<file path="config.mk">
export PLATFORM = sky130hd
export DESIGN_NAME = grant_lock
export DESIGN_NICKNAME = d
export VERILOG_FILES = /design/src/rtl/grant_lock.sv
export SDC_FILE = /design/constraint.sdc
export NUM_CORES = 1
export LEC_CHECK = 0
export CAP_MARGIN = 15
export CORE_MARGIN = 2
export CORE_UTILIZATION = 48
export DETAILED_ROUTE_END_ITERATION = 7
export PLACE_DENSITY = 0.88
export SLEW_MARGIN = 20
export SYNTH_ARGS = -nofsm -noshare
export SYNTH_HDL_FRONTEND = slang
export SYNTH_SLANG_ARGS = --single-unit
</file>
<file path="constraint.sdc">
create_clock -name iClk -period 3.6 [get_ports iClk]
set_clock_uncertainty 0.2 [all_clocks]
set_input_delay 0.72 -clock iClk [delete_from_list [all_inputs] [get_ports iClk]]
set_output_delay 0.72 -clock iClk [all_outputs]
set_load 0.02 [all_outputs]
</file>
<file path="src/rtl/grant_lock.sv">
// rtl/grant_lock.sv - latches the arbiter's one-hot grant as bus owner and holds it for a counted burst
module grant_lock #(
  parameter int N     = 4,
  parameter int LEN_W = 8,
  parameter int IDX_W = $clog2(N)
) (
  input  logic               iClk,
  input  logic               iRstN,
  input  logic [N-1:0]       iGrant,
  input  logic [N*LEN_W-1:0] iLen,
  input  logic               iBeat,
  input  logic               iAbort,
  output logic [N-1:0]       oOwner,
  output logic [IDX_W-1:0]   oOwnerIdx,
  output logic               oValid,
  output logic               oLast,
  output logic [LEN_W-1:0]   oBeatCnt,
  output logic               oBusy,
  output logic               oDone,
  output logic               oError
);

  typedef enum logic {IDLE, OWN} state_t;

  state_t             state, state_n;
  logic [N-1:0]       owner, owner_n;
  logic [IDX_W-1:0]   owner_idx, owner_idx_n;
  logic [LEN_W-1:0]   remaining, remaining_n;
  logic [LEN_W-1:0]   beat_cnt, beat_cnt_n;
  logic               done, done_n;
  logic               error, error_n;

  logic               grant_any;
  logic               grant_onehot;
  logic [IDX_W-1:0]   grant_idx;
  logic               last;

  assign grant_any    = |iGrant;
  assign grant_onehot = grant_any && ((iGrant & (iGrant - N'(1))) == '0);
  assign last         = (state == OWN) && (remaining == '0);

  always_comb begin
    grant_idx = '0;
    for (int k = 0; k < N; k++) begin
      if (iGrant[k]) grant_idx = IDX_W'(k);
    end
  end

  always_ff @(posedge iClk or negedge iRstN) begin
    if (!iRstN) begin
      state     <= IDLE;
      owner     <= '0;
      owner_idx <= '0;
      remaining <= '0;
      beat_cnt  <= '0;
      done      <= 1'b0;
      error     <= 1'b0;
    end else begin
      state     <= state_n;
      owner     <= owner_n;
      owner_idx <= owner_idx_n;
      remaining <= remaining_n;
      beat_cnt  <= beat_cnt_n;
      done      <= done_n;
      error     <= error_n;
    end
  end

  always_comb begin
    state_n     = state;
    owner_n     = owner;
    owner_idx_n = owner_idx;
    remaining_n = remaining;
    beat_cnt_n  = beat_cnt;
    done_n      = 1'b0;
    error_n     = 1'b0;
    case (state)
      IDLE: begin
        if (grant_onehot) begin
          state_n     = OWN;
          owner_n     = iGrant;
          owner_idx_n = grant_idx;
          remaining_n = iLen[grant_idx*LEN_W +: LEN_W];
          beat_cnt_n  = '0;
        end else if (grant_any) begin
          error_n = 1'b1;
        end
      end
      OWN: begin
        // Abort wins over a coincident beat, and the grant is ignored so nothing can steal the bus.
        if (iAbort || (iBeat && last)) begin
          state_n     = IDLE;
          owner_n     = '0;
          owner_idx_n = '0;
          remaining_n = '0;
          beat_cnt_n  = '0;
          done_n      = !iAbort;
        end else if (iBeat) begin
          remaining_n = remaining - LEN_W'(1);
          beat_cnt_n  = beat_cnt + LEN_W'(1);
        end
      end
      default: state_n = IDLE;
    endcase
  end

  assign oOwner    = owner;
  assign oOwnerIdx = owner_idx;
  assign oValid    = (state == OWN);
  assign oLast     = last;
  assign oBeatCnt  = beat_cnt;
  assign oBusy     = (state != IDLE);
  assign oDone     = done;
  assign oError    = error;

endmodule

</file>
==> flow_summary_export.csv <==
group,metric,value,unit
run_status,outcome,"complete, no violations",
route,drtPass1Iterations,4,
critical_path,rrSetupSlack,1.19,ns
cells_and_area,layout-drive-gt1-share,0.0769,
yosys,synth_top_area_cell,"dfrtp_1",
critical_path,crit_family,"simple AND/OR/NAND/NOR gates",
placed_design,postPlaceCellArea,2240,um^2
floorplan,die-area,3850,um^2
clocking,clock-root-buffer,"clkbuf_4",
timing,rsz0062_at_grt,"false",
yosys,synth-seq-cells,25,
route,drc,0,
clocking,cts_sinks,25,
timing,post-route-period-util,0.902,
floorplan,die_w,62.0,um
critical_path,cp.required,2.68,ns
critical_path,crit_chain,"or4_4 -> nor2_1 -> and4_1 -> clkdlybuf4s50_1",
worst_hold_path,hold_end,"oOwnerIdx[0]",
timing,worstMarginPinSlew,0.631,ns
route,drt_iter0_markers,91,
critical_path,reg2reg_depth,5,
clocking,cts_tree,"built",
cells_and_area,antenna_cells,0,
placed_design,hpwl,3340,um
yosys,yosys.area.top_type_share,0.387,
yosys,ys_async_sr_fraction,1.00,
route,wire_per_inst,15.2,um
global_routing,grtUsageMet3,0.0248,
floorplan,die_h,62.0,um
global_routing,gr-total-overflow,0,
placed_design,gp_congestion,0.903,
critical_path,critPathLaunchType,"flip-flop",
yosys,syn_avg_cell_area,9.18,um^2
yosys,ys_top_cells_by_area,"dfrtp_1 39%, mux2i_1 6.8%, nor2_1 3.9%",
placed_design,place_inst,276,
worst_hold_path,hold_path.class,"reg2reg",
clocking,clockBufferDepth,2,
timing,setup_ws,0.354,ns
power,vdd_ir_drop_max,0.533,mV
cells_and_area,syn2layout_area_growth,40.0,%
power,power.leakage,0.917,nW
critical_path,reg2reg_to,"oBeatCnt[6]",
global_routing,grt_pass1_vias,1540,
critical_path,end_kind,"primary output",
timing,fmax,0.308,GHz
global_routing,grt_use_met1,0.293,
clocking,hold_buffers,0,
cells_and_area,fin_util,0.689,
critical_path,slowest_stage,"clkdlybuf4s50_1",
critical_path,crit_type,"reg2out",
clocking,post_cts_buffers,0,
clocking,insertion_delay,0.31,ns
floorplan,start_util,0.492,
global_routing,grt_pass1_wl,6580,um
placed_design,portBuffers,58,
yosys,synth_nets,219,
clocking,numCtsBuffers,3,
critical_path,crit_fanout,5,
critical_path,cp_slowest_stage_delay,0.62,ns
cells_and_area,nets,278,
yosys,synth.most_common_cell,"dfrtp_1",
worst_hold_path,min_from,"oOwnerIdx[0]",
job,max_cap_viol_count,0,
global_routing,grt_max_degree,26,
yosys,yosysSeqAreaShare,0.387,
route,ant_nets,0,
yosys,netlist_instances,176,
timing,setup-tns-final,0,ns
timing,relSlewSlack,0.576,
worst_hold_path,worstHoldPathCells,1,
clocking,h-tree-depth,1,
yosys,synth-edff-count,0,
floorplan,io_pins,59,
global_routing,grtUsageTotal,0.226,
critical_path,cp.arrival,2.33,ns
critical_path,r2r-start,"oBusy",
cells_and_area,stdcell_area,2260,um^2
route,finalWirelength,4270,um
global_routing,grt_use_met2,0.391,
yosys,synth_warnings,0,
global_routing,antenna_found_initial,0,
route,routed_via_density,5.70,
clocking,ctsResizeCount,0,
floorplan,rows,21,
power,p_per_area,570,nW/um^2
timing,drv_slew,0,
timing,finalHoldViolCount,0,
yosys,synth_common_cells,"25 x dfrtp_1, 17 x nor2_1, 12 x o21ai_1",
timing,finalSetupViolations,0,
timing,fin_crit,3.25,ns
critical_path,path_buf_inv,1,
global_routing,busiest_layer,"met2",
clocking,clk_pin_slew,0.13,ns
yosys,syn_area,1620,um^2
yosys,synthDistinctLibCells,45,
route,vias,1596,
cells_and_area,stdcell_count,280,
cells_and_area,nFillCells,242,
placed_design,dp_slack,0.375,ns
floorplan,core,3280,um^2
yosys,synth_ff_type,"dfrtp_1",
per-layer routing:
layer  share of wire  wire length, um  vias to the layer above
met5               0                0                        -
met4           0.017               71                        0
met3           0.034              145                        6
met2            0.53             2250                       49
met1            0.42             1810                      772
li1                -                -                      769
flip-flops by register name, indices dropped and copies added (netlist names):
| register | count |
|---|---|
| oBeatCnt | 8 |
| oBusy | 1 |
| oDone | 1 |
| oError | 1 |
| oOwner | 4 |
| oOwnerIdx | 2 |
| remaining | 8 |
kinds of logic after synthesis:
kind of cell | count (synthesis) | synth area share
AO/OA/AOI/OAI | 56 | 0.226
XOR/XNOR | 3 | 0.0163
adder cells (fa/ha/maj) | 4 | 0.0294
buffers and inverters | 18 | 0.0573
flip-flops | 25 | 0.387
multiplexers | 14 | 0.0890
AND/OR/NAND/NOR | 56 | 0.195
where the power goes:
group          switching, mW  internal, mW  total [mW]
registers              0.100         0.371       0.471
logic                  0.367         0.326       0.693
clock network         0.0815        0.0432       0.125
total                  0.549         0.740        1.29
worst max path at each step:
stage                     depth (start not counted)  slack, ns          from           end
after floorplan                                   6       1.24     iGrant[1]  remaining[0]
after global placement                            6       0.48     iGrant[3]   oBeatCnt[6]
after detailed placement                          6       0.37     iGrant[3]   oBeatCnt[6]
after CTS                                         4       0.37  remaining[4]         oLast
after global routing                              4       0.29  remaining[4]         oLast
final                                             4       0.35  remaining[4]         oLast
final cells by class:
cell class | count | area (um^2) | area share
clock buffers | 4 | 26.3 | 0.0116
inverters | 8 | 30.0 | 0.0133
multi-input cells | 133 | 898 | 0.397
flip-flops and latches | 25 | 626 | 0.276
well taps | 46 | 57.6 | 0.0254
repair buffers | 64 | 626 | 0.276
cell usage in the layout, fill, tap and decap left out, drive strengths merged:
cell,synthesis,routed
a2111oi,1,1
a211oi,4,4
a21oi,6,6
a22o,4,4
a31oi,4,4
a32oi,2,2
and3b,1,1
and4,2,2
buf,7,6
clkbuf,3,4
clkdlybuf4s50,0,58
clkinv,1,1
dfrtp,25,25
ha,3,3
inv,7,7
maj3,1,1
mux2,3,3
mux2i,11,11
nand2,10,10
nand2b,3,3
nand3,1,1
nand4,1,1
nand4bb,1,1
nor2,17,17
nor2b,1,1
nor3,7,7
nor3b,1,1
nor4,2,2
nor4b,2,2
o211ai,1,1
o21ai,22,22
o21bai,1,1
o22ai,8,8
o2bb2ai,2,2
o31ai,1,1
or2,5,5
or4,2,2
xnor2,2,2
xor2,1,1
stage by stage:
stage	hold WS (ns)	power [mW]
final	0.314	1.29
after global routing	0.343	1.39
after CTS	0.317	1.29
after detailed placement	0.273	1.16
after global placement	0.280	1.14
after floorplan	0.224	0.906
No activity file was read; power rests on OpenSTA's default activity.
